$ cat config.mk
export PLATFORM = sky130hd
export DESIGN_NAME = bmd_256_latency_drain_tx_flat
export DESIGN_NICKNAME = d
export VERILOG_FILES = /design/src/rtl/bmd_256_latency_drain_tx_if.sv /design/src/rtl/bmd_256_latency_drain_tx.sv /design/src/flat_wrapper.sv
export SDC_FILE = /design/constraint.sdc
export NUM_CORES = 1
export LEC_CHECK = 0
export ABC_CLOCK_PERIOD_IN_PS = 3200
export BUFFER_PORTS_ARGS = -buffer_cell sky130_fd_sc_hd__buf_2
export CAP_MARGIN = 10
export CORE_UTILIZATION = 30
export CTS_CLUSTER_DIAMETER = 80
export DETAILED_ROUTE_END_ITERATION = 6
export SLEW_MARGIN = 20
export SYNTH_ARGS = -nofsm -noshare
export SYNTH_HDL_FRONTEND = slang
export SYNTH_SLANG_ARGS = --single-unit
$ cat constraint.sdc
create_clock -name clk -period 3.2 [get_ports clk]
set_clock_uncertainty 0.05 [all_clocks]
set_input_delay 0.48 -clock clk [delete_from_list [all_inputs] [get_ports clk]]
set_output_delay 0.48 -clock clk [all_outputs]
set_load 0.01 [all_outputs]
$ cat src/rtl/bmd_256_latency_drain_tx_if.sv
// TX beat channel from the latency drain engine to the TX engine.
// Payload plus framing, qualified by a valid/ready handshake.
interface bmd_256_latency_drain_tx_if;
    logic [255:0] tx_data;
    logic         tx_valid;
    logic         tx_sop;
    logic         tx_eop;
    logic         tx_ready;

    modport master (
        output tx_data,
        output tx_valid,
        output tx_sop,
        output tx_eop,
        input  tx_ready
    );

    modport slave (
        input  tx_data,
        input  tx_valid,
        input  tx_sop,
        input  tx_eop,
        output tx_ready
    );
endinterface

$ cat src/rtl/bmd_256_latency_drain_tx.sv
// Drains the RX timestamp FIFO, converts entries to delta words and
// packs eight words per 256-bit beat for the TX engine.
module bmd_256_latency_drain_tx #(
    parameter int CNT_W          = 30,
    parameter int WORDS_PER_BEAT = 8,
    parameter int BEATS_PER_PKT  = 4
) (
    input  logic                               clk,
    input  logic                               rst_n,
    input  logic                               latency_reset_signal,
    input  logic                               fifo_read_trigger,
    input  logic                               fifo_counter_empty_out,
    input  logic [CNT_W-1:0]                   fifo_counter_value_out,
    output logic                               fifo_counter_read_en,
    bmd_256_latency_drain_tx_if.master         tx,
    output logic [15:0]                        pkt_count,
    output logic                               busy
);

    localparam int BW = (BEATS_PER_PKT > 1) ? $clog2(BEATS_PER_PKT) : 1;
    localparam logic [BW-1:0] LAST_BEAT = BW'(BEATS_PER_PKT - 1);

    typedef enum logic [1:0] {
        IDLE    = 2'd0,
        ISSUE   = 2'd1,
        CAPTURE = 2'd2,
        SEND    = 2'd3
    } state_t;

    state_t                               state_q, state_d;
    logic [2:0]                           word_idx_q, word_idx_d;
    logic [BW-1:0]                        beat_idx_q, beat_idx_d;
    logic [CNT_W-1:0]                     prev_q, prev_d;
    logic                                 first_q, first_d;
    logic                                 eop_q, eop_d;
    logic [15:0]                          pkt_cnt_q, pkt_cnt_d;
    logic [WORDS_PER_BEAT-1:0][31:0]      buf_q, buf_d;

    logic                                 can_read;
    logic                                 eop_calc;
    logic [CNT_W-1:0]                     delta;
    logic [29:0]                          delta_ext;
    logic [31:0]                          word;

    always_ff @(posedge clk or negedge rst_n) begin
        if (!rst_n) begin
            state_q    <= IDLE;
            word_idx_q <= '0;
            beat_idx_q <= '0;
            prev_q     <= '0;
            first_q    <= 1'b1;
            eop_q      <= 1'b0;
            pkt_cnt_q  <= '0;
            buf_q      <= '0;
        end else begin
            state_q    <= state_d;
            word_idx_q <= word_idx_d;
            beat_idx_q <= beat_idx_d;
            prev_q     <= prev_d;
            first_q    <= first_d;
            eop_q      <= eop_d;
            pkt_cnt_q  <= pkt_cnt_d;
            buf_q      <= buf_d;
        end
    end

    always_comb begin
        can_read  = fifo_read_trigger && !fifo_counter_empty_out;
        eop_calc  = (beat_idx_q == LAST_BEAT) || fifo_counter_empty_out
                    || !fifo_read_trigger;
        delta     = fifo_counter_value_out - prev_q;
        delta_ext = '0;
        delta_ext[CNT_W-1:0] = delta;
        word      = {first_q, 1'b0, delta_ext};
    end

    always_comb begin
        state_d    = state_q;
        word_idx_d = word_idx_q;
        beat_idx_d = beat_idx_q;
        prev_d     = prev_q;
        first_d    = first_q;
        eop_d      = eop_q;
        pkt_cnt_d  = pkt_cnt_q;
        buf_d      = buf_q;

        unique case (state_q)
            IDLE: begin
                if (can_read) begin
                    state_d = ISSUE;
                end else if (word_idx_q != 3'd0 && !fifo_read_trigger) begin
                    state_d = SEND;
                    eop_d   = eop_calc;
                end
            end
            ISSUE: begin
                state_d = CAPTURE;
            end
            CAPTURE: begin
                buf_d[word_idx_q] = word;
                word_idx_d        = word_idx_q + 3'd1;
                prev_d            = fifo_counter_value_out;
                first_d           = 1'b0;
                if (word_idx_q == 3'd7) begin
                    state_d = SEND;
                    eop_d   = eop_calc;
                end else if (can_read) begin
                    state_d = ISSUE;
                end else if (!fifo_read_trigger && word_idx_q != 3'd0) begin
                    state_d = SEND;
                    eop_d   = eop_calc;
                end else begin
                    state_d = IDLE;
                end
            end
            SEND: begin
                if (tx.tx_ready) begin
                    state_d    = IDLE;
                    buf_d      = '0;
                    word_idx_d = '0;
                    if (eop_q) begin
                        beat_idx_d = '0;
                        pkt_cnt_d  = pkt_cnt_q + 16'd1;
                    end else begin
                        beat_idx_d = beat_idx_q + 1'b1;
                    end
                end
            end
            default: state_d = IDLE;
        endcase

        // synchronous clear overrides every transition, including a stalled beat
        if (latency_reset_signal) begin
            state_d    = IDLE;
            word_idx_d = '0;
            beat_idx_d = '0;
            prev_d     = '0;
            first_d    = 1'b1;
            eop_d      = 1'b0;
            pkt_cnt_d  = '0;
            buf_d      = '0;
        end
    end

    assign fifo_counter_read_en = (state_q == ISSUE) && !latency_reset_signal;
    assign tx.tx_valid          = (state_q == SEND);
    assign tx.tx_sop            = (state_q == SEND) && (beat_idx_q == '0);
    assign tx.tx_eop            = (state_q == SEND) && eop_q;
    assign tx.tx_data           = buf_q;
    assign pkt_count            = pkt_cnt_q;
    assign busy                 = (state_q != IDLE);

endmodule

$ cat src/flat_wrapper.sv
// flat-port wrapper written by rule: the top's interface ports become plain ports
module bmd_256_latency_drain_tx_flat 
#(
    parameter int CNT_W          = 30,
    parameter int WORDS_PER_BEAT = 8,
    parameter int BEATS_PER_PKT  = 4
)
  (clk, rst_n, latency_reset_signal, fifo_read_trigger, fifo_counter_empty_out, fifo_counter_value_out, fifo_counter_read_en, pkt_count, busy, tx_tx_data, tx_tx_valid, tx_tx_sop, tx_tx_eop, tx_tx_ready);
  bmd_256_latency_drain_tx_if tx_i ();
  input  logic clk;
  input  logic rst_n;
  input  logic latency_reset_signal;
  input  logic fifo_read_trigger;
  input  logic fifo_counter_empty_out;
  input  logic [CNT_W-1:0] fifo_counter_value_out;
  output logic fifo_counter_read_en;
  output logic [15:0] pkt_count;
  output logic busy;
  output wire logic [$bits(tx_i.tx_data)-1:0] tx_tx_data;
  output wire logic [$bits(tx_i.tx_valid)-1:0] tx_tx_valid;
  output wire logic [$bits(tx_i.tx_sop)-1:0] tx_tx_sop;
  output wire logic [$bits(tx_i.tx_eop)-1:0] tx_tx_eop;
  input wire logic [$bits(tx_i.tx_ready)-1:0] tx_tx_ready;
  assign tx_tx_data = tx_i.tx_data;
  assign tx_tx_valid = tx_i.tx_valid;
  assign tx_tx_sop = tx_i.tx_sop;
  assign tx_tx_eop = tx_i.tx_eop;
  assign tx_i.tx_ready = tx_tx_ready;
  bmd_256_latency_drain_tx #(.CNT_W(CNT_W), .WORDS_PER_BEAT(WORDS_PER_BEAT), .BEATS_PER_PKT(BEATS_PER_PKT)) u_core (.clk(clk), .rst_n(rst_n), .latency_reset_signal(latency_reset_signal), .fifo_read_trigger(fifo_read_trigger), .fifo_counter_empty_out(fifo_counter_empty_out), .fifo_counter_value_out(fifo_counter_value_out), .fifo_counter_read_en(fifo_counter_read_en), .tx(tx_i), .pkt_count(pkt_count), .busy(busy));
endmodule
==> flow_summary_export.csv, run 1 <==
group,metric,value,unit
outcome,status,"finished, final reports clean",
yosys,yosys-top-cells-area,"dfrtp_1 56%, a22o_1 12%, nand2_1 3.8%",
global_routing,grtUsageTotal,20.0,%
timing,layout_min_cycle_time,3.06,ns
critical_path,reg2reg_depth,10,
global_routing,met2_usage,32.4,%
die,die_w,214,µm
global_routing,grt_antenna_before_repair,10,
route,wl,46100,µm
clock_network,clk_latency,0.54,ns
route,ant_nets,0,
clock_network,clk_pin_slew_worst_paths,0.06,ns
clock_network,cts_setup_buffers,0,
critical_path,crit_arrival,3.48,ns
route,vias,11212,
timing,setup_violations,0,
clock_network,htreeDepth,2,
power,vdd_drop_max,0.366,mV
critical_path,start_kind,"flop",
timing,slew_headroom,25.6,%
die,dieArea,45600,µm²
route,viasPerCell,5.15,
yosys,synth_async_sr_flop_share,100,%
job,drv_cap,0,
route,route.detailed.drc,0,
yosys,ys_ff_latch,303,
layout,drive_gt1_share,29.7,%
clock_network,clock_sinks,303,
power,power,9.11,mW
clock_network,clockRootBuffer,"clkbuf_16",
layout,post-route-util,39.2,%
die,rows,77,
critical_path,criticalPathCategory,"flop to flop",
yosys,synth_edf_count,0,
route,drtPass1Iterations,5,
die,start_util,30.4,%
die,die_y,214,µm
critical_path,r2r_setup_slack,0.14,ns
yosys,synth.distinct_cells,62,
global_routing,grt_remaining_overflow,0,
place,portBuffers,304,
timing,finalMaxSlewViolations,0,
layout,final_common_cell,"buf_2",
yosys,synth_top_area_cell,"dfrtp_1",
critical_path,crit_required,3.63,ns
yosys,syn_avg_cell_area,11.0,µm²
timing,final.period_utilization,95.6,%
die,io-pin-count,313,
place,dp_hpwl,33400,µm
timing,fmax,327,MHz
clock_network,numCtsBuffers,36,
yosys,ys.flop_type,"dfrtp_1",
global_routing,grt_max_degree,83,
timing,finalHoldViolCount,0,
timing,tightest_slew,1.11,ns
critical_path,cp_max_fo,8,
yosys,seq_area_frac_synth,56.4,%
yosys,yosys_warnings,0,
critical_path,reg2reg_to,"u_core.tx.tx_data[216]",
layout,areaGrowthSynthToFinish,29.1,%
hold_path,hold_end,"u_core.prev_q[2]",
yosys,synth.cell_area,13400,µm²
clock_network,cts_tree,"done",
yosys,yosysTopAreaCellShare,56.2,%
route,drtIter0Drc,941,
global_routing,grt_pass1_vias,10751,
clock_network,clock_path_buffers,3,
global_routing,grtUsageMet1,25.7,%
route,wl_per_cell,21.2,µm
hold_path,holdPathStages,3,
place,gp_congestion,0.865,
global_routing,grt_pass1_wl,68200,µm
power,p_leak,8.75,nW
hold_path,worstHoldStart,"fifo_counter_value_out[2]",
hold_path,min_path_type,"primary input to flop",
layout,mostFrequentLayoutCells,"303 x buf_2, 302 x dfrtp_1, 184 x a22o_1, 137 x nand2_1",
yosys,synthCells,1222,
die,coreArea,44200,µm²
critical_path,worst_setup_path_end_kind,"flop",
power,powerDensity,525,nW/µm²
critical_path,r2r-start,"u_core.prev_q[0]",
global_routing,grt-busiest-layer,"met2",
timing,rsz0062_at_grt,"no",
global_routing,use_met3,4.82,%
layout,nets,1625,
-- through the flow --
stage               setup TNS, ns  cell area (µm²)  hold WS (ns)  setup WS [ns]  cells
floorplan                       0            13500         0.134          0.374   1229
global placement            -1.59            16100         0.414        -0.0674   2106
detailed placement          -4.04            16100         0.419         -0.143   2106
CTS                             0            17300         0.104          0.120   2172
global route                    0            17300         0.132        0.00835   2173
finish                          0            17300         0.136          0.142   2175
-- synth_stat cells, drive strengths merged (2+ instances only) --
master,n
dfrtp,302
o2111ai,2
xnor2,17
nor3,21
a31oi,6
or3,4
o211ai,3
and3,8
or2,3
o21ai,65
nand4,10
nand3,21
a22o,184
xor2,22
nand2,137
nor2,72
a221oi,2
o41ai,2
a311o,2
a22oi,26
nand2b,3
a2111oi,8
o21bai,6
and2,5
a21oi,73
nor2b,9
buf,19
ha,35
a211oi,4
mux2i,13
a21o,14
inv,43
clkbuf,63
o21a,5
-- worst max-delay path: stages (launching register included) --
cell and delay, ns:
dfrtp_1 0.37, ha_1 0.22, fa_1 0.43, nor2b_1 0.20, o2111ai_1 0.13, nand3_1 0.18, a21oi_2 0.12, o41ai_4 0.38
a311oi_2 0.18, xnor2_2 0.50, a22o_1 0.21
-- repair_timing --
| item | 4_1_cts | 5_1_grt |
|---|---|---|
| endpoints found under the hold margin | 76 | 0 |
| endpoints found under the setup margin | 0 | 16 |
| hold buffers | 1 | 0 |
| gates resized for setup | 0 | 4 |
-- sequential cells by signal (all words and copies together), names as in the netlist --
name / cells
u_core.beat_idx_q: 2
u_core.eop_q: 1
u_core.first_q: 1
u_core.pkt_count: 16
u_core.prev_q: 30
u_core.state_q: 2
u_core.tx.tx_data: 248
u_core.word_idx_q: 3
-- area by class of cell --
| cell class | instances | area [µm²] |
|---|---|---|
| multi-input combinational | 801 | 5540 |
| sequential | 303 | 7580 |
| fill | 4317 | 26900 |
| antenna | 3 | 7.51 |
| inverter | 43 | 161 |
| tap | 592 | 741 |
| clock buffer | 49 | 1030 |
| timing repair buffer | 368 | 2100 |
| clock inverter | 16 | 176 |
-- routing by layer --
layer  vias up  wire, µm
met2       357     22000
met3        82      3130
met1      5676     19300
li1       5083         -
met5         -        90
met4        14      1450
-- worst max path at each step --
stage / endpoint / slack [ns] / startpoint
final: u_core.tx.tx_data[216] / 0.14 / u_core.prev_q[0]
after global routing: u_core.tx.tx_data[88] / 0.008 / u_core.prev_q[0]
after CTS: u_core.tx.tx_data[22] / 0.12 / u_core.prev_q[0]
after detailed placement: u_core.tx.tx_data[22] / -0.14 / fifo_counter_value_out[0]
after global placement: u_core.tx.tx_data[124] / -0.07 / fifo_counter_value_out[0]
after floorplan: u_core.tx.tx_data[124] / 0.37 / fifo_counter_value_out[0]
-- power by group --
group / switching, mW / internal, mW
Combinational: 0.776 / 0.320
Clock: 1.68 / 2.45
Sequential: 0.0260 / 3.87
Total: 2.48 / 6.63
-- logic make-up after synthesis --
| group | share of synthesized area [%] |
|---|---|
| buffers and inverters | 3.84 |
| AND/OR/NAND/NOR | 9.68 |
| multiplexers | 1.06 |
| other | 0.0279 |
| AO/OA/AOI/OAI | 22.9 |
| adder cells (fa/ha/maj) | 3.41 |
| XOR/XNOR | 2.65 |
| flip-flops | 56.4 |
Power figures use the tool's default switching activity.
==> run 2: changes to the inputs <==
- CORE_MARGIN: default -> 2
==> flow_summary_export.csv, run 2 (same netlist as run 1, synthesis figures left out) <==
group,metric,value,unit
route,route.detailed.drc,0,
timing,slew_headroom,25.5,%
job,drv_cap,0,
timing,rsz0062_at_grt,"no",
place,dp.cells,2110,
clock_network,clock_path_buffers,3,
power,intPower,6.81,mW
route,wl,46700,µm
global_routing,grtUsageTotal,19.9,%
power,comb_power_share,11.8,%
route,vias,11280,
critical_path,crit_arrival,3.39,ns
critical_path,cp_max_fo,8,
die,coreArea,44200,µm²
place,portBuffers,304,
clock_network,clockRootBuffer,"clkbuf_16",
critical_path,start_kind,"flop",
route,wl_per_cell,21.4,µm
layout,instances_no_fill,2184,
timing,hold_slack,0.146,ns
die,rows,77,
power,vdd_drop_max,0.288,mV
die,io-pin-count,313,
die,die_y,216,µm
critical_path,startpoint,"u_core.prev_q[0]",
clock_network,numCtsBuffers,37,
clock_network,clock_sinks,303,
critical_path,criticalPathCategory,"flop to flop",
place,dpl_worst_slack,-0.208,ns
clock_network,cts_tree,"done",
global_routing,grt_remaining_overflow,0,
layout,drive_gt1_share,29.8,%
place,dpl_cell_area,16100,µm²
timing,finalHoldViolCount,0,
place,gp_congestion,0.857,
timing,setup_violations,0,
outcome,status,"finished, final reports clean",
layout,mostFrequentLayoutCells,"303 x buf_2, 302 x dfrtp_1, 184 x a22o_1, 137 x nand2_1",
timing,fin_ws,0.168,ns
timing,fmax,330,MHz
hold_path,worstHoldStart,"fifo_counter_value_out[27]",
layout,nets,1630,
layout,final_area,17400,µm²
timing,final.period_utilization,94.8,%
clock_network,htreeDepth,2,
route,drtPass1Iterations,6,
timing,layout_min_cycle_time,3.03,ns
global_routing,grt_max_degree,103,
route,viasPerCell,5.16,
hold_path,min_path_type,"primary input to flop",
route,ant_nets,0,
power,swShare,26.4,%
power,powerDensity,531,nW/µm²
power,clkPwrFrac,46.2,%
route,drtIter0Drc,1056,
power,p_leak,8.78,nW
layout,largest_reg_flops,248,
global_routing,grt_pass1_wl,70500,µm
global_routing,grt_antenna_before_repair,14,
layout,final_common_cell,"buf_2",
critical_path,r2r-start,"u_core.prev_q[0]",
power,p_seq_share,42.1,%
critical_path,worst_setup_path_end_kind,"flop",
clock_network,cts_setup_buffers,0,
place,dp_hpwl,34100,µm
clock_network,clk_pin_slew_worst_paths,0.06,ns
critical_path,crit_required,3.56,ns
die,dieArea,46500,µm²
clock_network,clk_latency,0.53,ns
timing,tightest_slew,1.11,ns
layout,post-route-util,39.4,%
die,start_util,30.4,%
global_routing,grt_pass1_vias,11071,
power,p_switching,2.44,mW
die,die_w,216,µm
timing,finalMaxSlewViolations,0,
layout,areaGrowthSynthToFinish,29.5,%
==> run 2: cell types whose count changed in the layout (fill, tap and decap cells not counted), moves of 2 or more <==
cell and delta:
buf_4 +5, bufinv_16 +2, clkbuf_1 +2, diode_2 +4
==> run 2: path summary, 6_finish.rpt <==
check	slack (ns)	endpoint	cells after the start
max in group asynchronous	1.81	u_core.tx.tx_data[33]	3
min reg2reg	0.42	u_core.tx.tx_data[66]	2
min	0.15	u_core.prev_q[27]	3
max	0.17	u_core.tx.tx_data[26]	10
max reg2reg	0.17	u_core.tx.tx_data[26]	10
min in group asynchronous	0.38	u_core.tx.tx_data[165]	2
==> run 2: power groups by stage <==
stage | clock network [mW] | logic (mW) | registers, mW
floorplan | 0 | 0.544 | 3.96
global placement | 0 | 1.07 | 3.96
detailed placement | 0 | 1.09 | 3.96
CTS | 4.37 | 1.09 | 3.89
global route | 4.53 | 1.19 | 3.89
finish | 4.27 | 1.09 | 3.89
==> run 2: repair_timing <==
action / in CTS / in global routing
resized for setup: 0 / 3
endpoints found under the hold margin: 40 / 0
hold buffers: 1 / 0
endpoints found under the setup margin: 0 / 9
==> run 2: critical path: stages (launching register included) <==
cell and delay [ns]:
dfrtp_1 0.38, ha_1 0.22, fa_1 0.42, nor2b_1 0.22
o2111ai_1 0.13, nand3_1 0.16, a311o_1 0.28, a32oi_2 0.19
o21ai_4 0.28, mux2i_4 0.45, o21ai_1 0.13
==> run 2: per-layer routing <==
layer	up-vias	global-route usage, %	part of all wire [%]	wire length [µm]
met3	98	5.50	7.6	3560
met4	14	7.03	3.2	1500
met2	393	31.7	47	22000
li1	5118	-	-	-
met5	-	0	0.21	96
met1	5657	25.9	42	19500
==> run 2: metrics by stage <==
step	setup TNS [ns]	power [mW]
finish	0	9.25
detailed placement	-4.86	5.05
global placement	-4.57	5.03
CTS	0	9.36
global route	0	9.61
floorplan	0	4.50
==> run 2: area by class of cell <==
class,instances,area [µm²]
Clock inverter,15,195
Fill cell,4327,26800
Inverter,43,161
Tap cell,592,741
Clock buffer,51,1050
Timing Repair Buffer,372,2120
Sequential cell,303,7580
Antenna cell,7,17.5
Multi-Input combinational cell,801,5540
==> run 3: changes to the inputs <==
- CELL_PAD_IN_SITES_DETAIL_PLACEMENT: default -> 1
- CELL_PAD_IN_SITES_GLOBAL_PLACEMENT: default -> 2
- CORE_ASPECT_RATIO: default -> 0.7
- PLACE_DENSITY_LB_ADDON: default -> 0.1
==> flow_summary_export.csv, run 3 (same netlist as run 1, synthesis figures left out) <==
group,metric,value,unit
outcome,status,"finished, final reports clean",
global_routing,met2_usage,35.7,%
route,drtPass1Iterations,5,
power,clkPwrFrac,43.7,%
critical_path,cp_cell_sequence,"ha_1 > fa_2 > nor2b_1 > o2111ai_1 > nand3_1 > a21oi_2 > o41ai_4 > buf_4 > a211oi_1 > a311o_2 > a22o_1",
timing,final.period_utilization,94.2,%
route,vias,11312,
critical_path,cp_max_fo,8,
global_routing,use_met3,3.84,%
critical_path,start_kind,"flop",
layout,nets,1633,
global_routing,grt_antenna_before_repair,0,
power,swShare,27.7,%
power,p_seq_share,43.8,%
layout,diodes,0,
layout,fillers,4892,
critical_path,worst_setup_path_end_kind,"flop",
critical_path,max_stage_delay,0.46,ns
layout,drive_gt1_share,29.9,%
route,drtIter0Drc,602,
place,portBuffers,304,
global_routing,grt_remaining_overflow,0,
die,die_y,181,µm
place,dpl_cell_area,16100,µm²
critical_path,worst-path-buf-inv,1,
die,coreArea,44000,µm²
timing,fin_ws,0.186,ns
power,vdd_drop_max,0.298,mV
die,die_w,257,µm
route,viasPerCell,5.19,
route,route.detailed.drc,0,
layout,mostFrequentLayoutCells,"303 x buf_2, 302 x dfrtp_1, 184 x a22o_1, 137 x nand2_1",
route,wl_per_cell,23.7,µm
timing,layout_min_cycle_time,3.01,ns
clock_network,cts_tree,"done",
critical_path,crit_required,3.56,ns
place,dp_hpwl,37200,µm
clock_network,clk_pin_slew_worst_paths,0.06,ns
layout,areaGrowthSynthToFinish,28.8,%
power,comb_power_share,12.5,%
timing,setup_tns,0,ns
power,powerDensity,514,nW/µm²
critical_path,cp_slowest_cell,"fa_2",
clock_network,htreeDepth,2,
die,io-pin-count,313,
global_routing,grtUsageTotal,22.4,%
place,gp_congestion,0.814,
clock_network,clock_sinks,303,
timing,tightest_slew,1.04,ns
global_routing,grt_max_degree,80,
timing,finalMaxSlewViolations,0,
clock_network,clock_path_buffers,3,
clock_network,numCtsBuffers,34,
route,wl,51700,µm
die,start_util,30.6,%
global_routing,grt-busiest-layer,"met2",
die,rows,64,
layout,final_common_cell,"buf_2",
clock_network,clockRootBuffer,"clkbuf_16",
timing,rsz0062_at_grt,"no",
critical_path,criticalPathCategory,"flop to flop",
timing,slew_headroom,30.5,%
timing,fmax,332,MHz
route,ant_nets,0,
hold_path,min_path_type,"primary input to flop",
critical_path,crit_arrival,3.38,ns
timing,finalHoldViolCount,0,
job,drv_cap,0,
die,dieArea,46500,µm²
layout,final_area,17300,µm²
layout,largest_reg_flops,248,
place,dpl_worst_slack,-0.266,ns
global_routing,grt_pass1_wl,79200,µm
critical_path,critPathTopFamily,"compound AO/OA/AOI/OAI gates",
power,intPower,6.43,mW
clock_network,cts_setup_buffers,0,
timing,setup_violations,0,
power,p_switching,2.46,mW
power,p_leak,8.74,nW
global_routing,grtUsageMet1,31.5,%
global_routing,grt_pass1_vias,11989,
clock_network,clk_latency,0.53,ns
==> run 3: cell count changes in the layout (fill, tap and decap cells not counted), sizes merged <==
cell	previous run	this run
inv	45	43
buf	371	377
diode	7	0
clkinvlp	2	1
bufinv	4	0
==> run 3: metrics by stage <==
stage	instances	power [mW]	utilization [%]	hold WS [ns]
floorplan	1229	4.50	-	0.134
global placement	2118	5.06	36.7	0.402
detailed placement	2118	5.08	36.7	0.400
CTS	2178	9.02	39.3	0.132
global route	2178	9.26	39.4	0.149
finish	2178	8.89	39.4	0.148
==> run 3: worst reg2reg max path, cell delays in order (launching register included) <==
cell and delay (ns):
dfrtp_1 0.38, ha_1 0.22, fa_2 0.46, nor2b_1 0.20, o2111ai_1 0.12, nand3_1 0.17, a21oi_2 0.11, o41ai_4 0.23
buf_4 0.21, a211oi_1 0.08, a311o_2 0.44, a22o_1 0.23
==> run 3: power groups by stage <==
stage	clock, mW	combinational, mW	sequential, mW
after global placement	0	1.10	3.96
after detailed placement	0	1.11	3.96
after floorplan	0	0.544	3.96
after CTS	4.00	1.12	3.89
final	3.89	1.11	3.89
after global routing	4.14	1.22	3.89
==> run 3: repair_timing <==
action | 4_1_cts | 5_1_grt
hold buffers | 1 | 0
endpoints found under the setup margin | 8 | 52
pin swaps | 0 | 0
hold endpoints to repair | 48 | 0
gates resized for setup | 1 | 10
cloned | 0 | 0
==> run 3: layout make-up <==
class	count	area, µm²	area share [%]
Tap cell	594	743	4.29
Clock buffer	51	1030	5.93
Timing Repair Buffer	378	2180	12.6
Sequential cell	303	7580	43.8
Clock inverter	8	68.8	0.398
Multi-Input combinational cell	801	5550	32.0
Inverter	43	161	0.933
==> run 3: path summary, 6_finish.rpt <==
| path | to | cells past startpoint | startpoint | slack (ns) |
|---|---|---|---|---|
| min in group asynchronous | u_core.prev_q[8] | 2 | rst_n | 0.43 |
| worst max register to register | u_core.tx.tx_data[220] | 11 | u_core.prev_q[0] | 0.19 |
| worst min-delay path | u_core.prev_q[0] | 3 | fifo_counter_value_out[0] | 0.15 |
| worst min register to register | u_core.tx.tx_data[50] | 2 | u_core.tx.tx_data[50] | 0.43 |
| max in group asynchronous | u_core.tx.tx_data[51] | 3 | rst_n | 1.69 |
| worst max-delay path | u_core.tx.tx_data[220] | 11 | u_core.prev_q[0] | 0.19 |
==> run 3: metal layers <==
layer,vias up,share of wire [%]
met2,252,46
met5,-,0
met3,67,4.4
li1,5096,-
met4,0,2.6
met1,5897,47
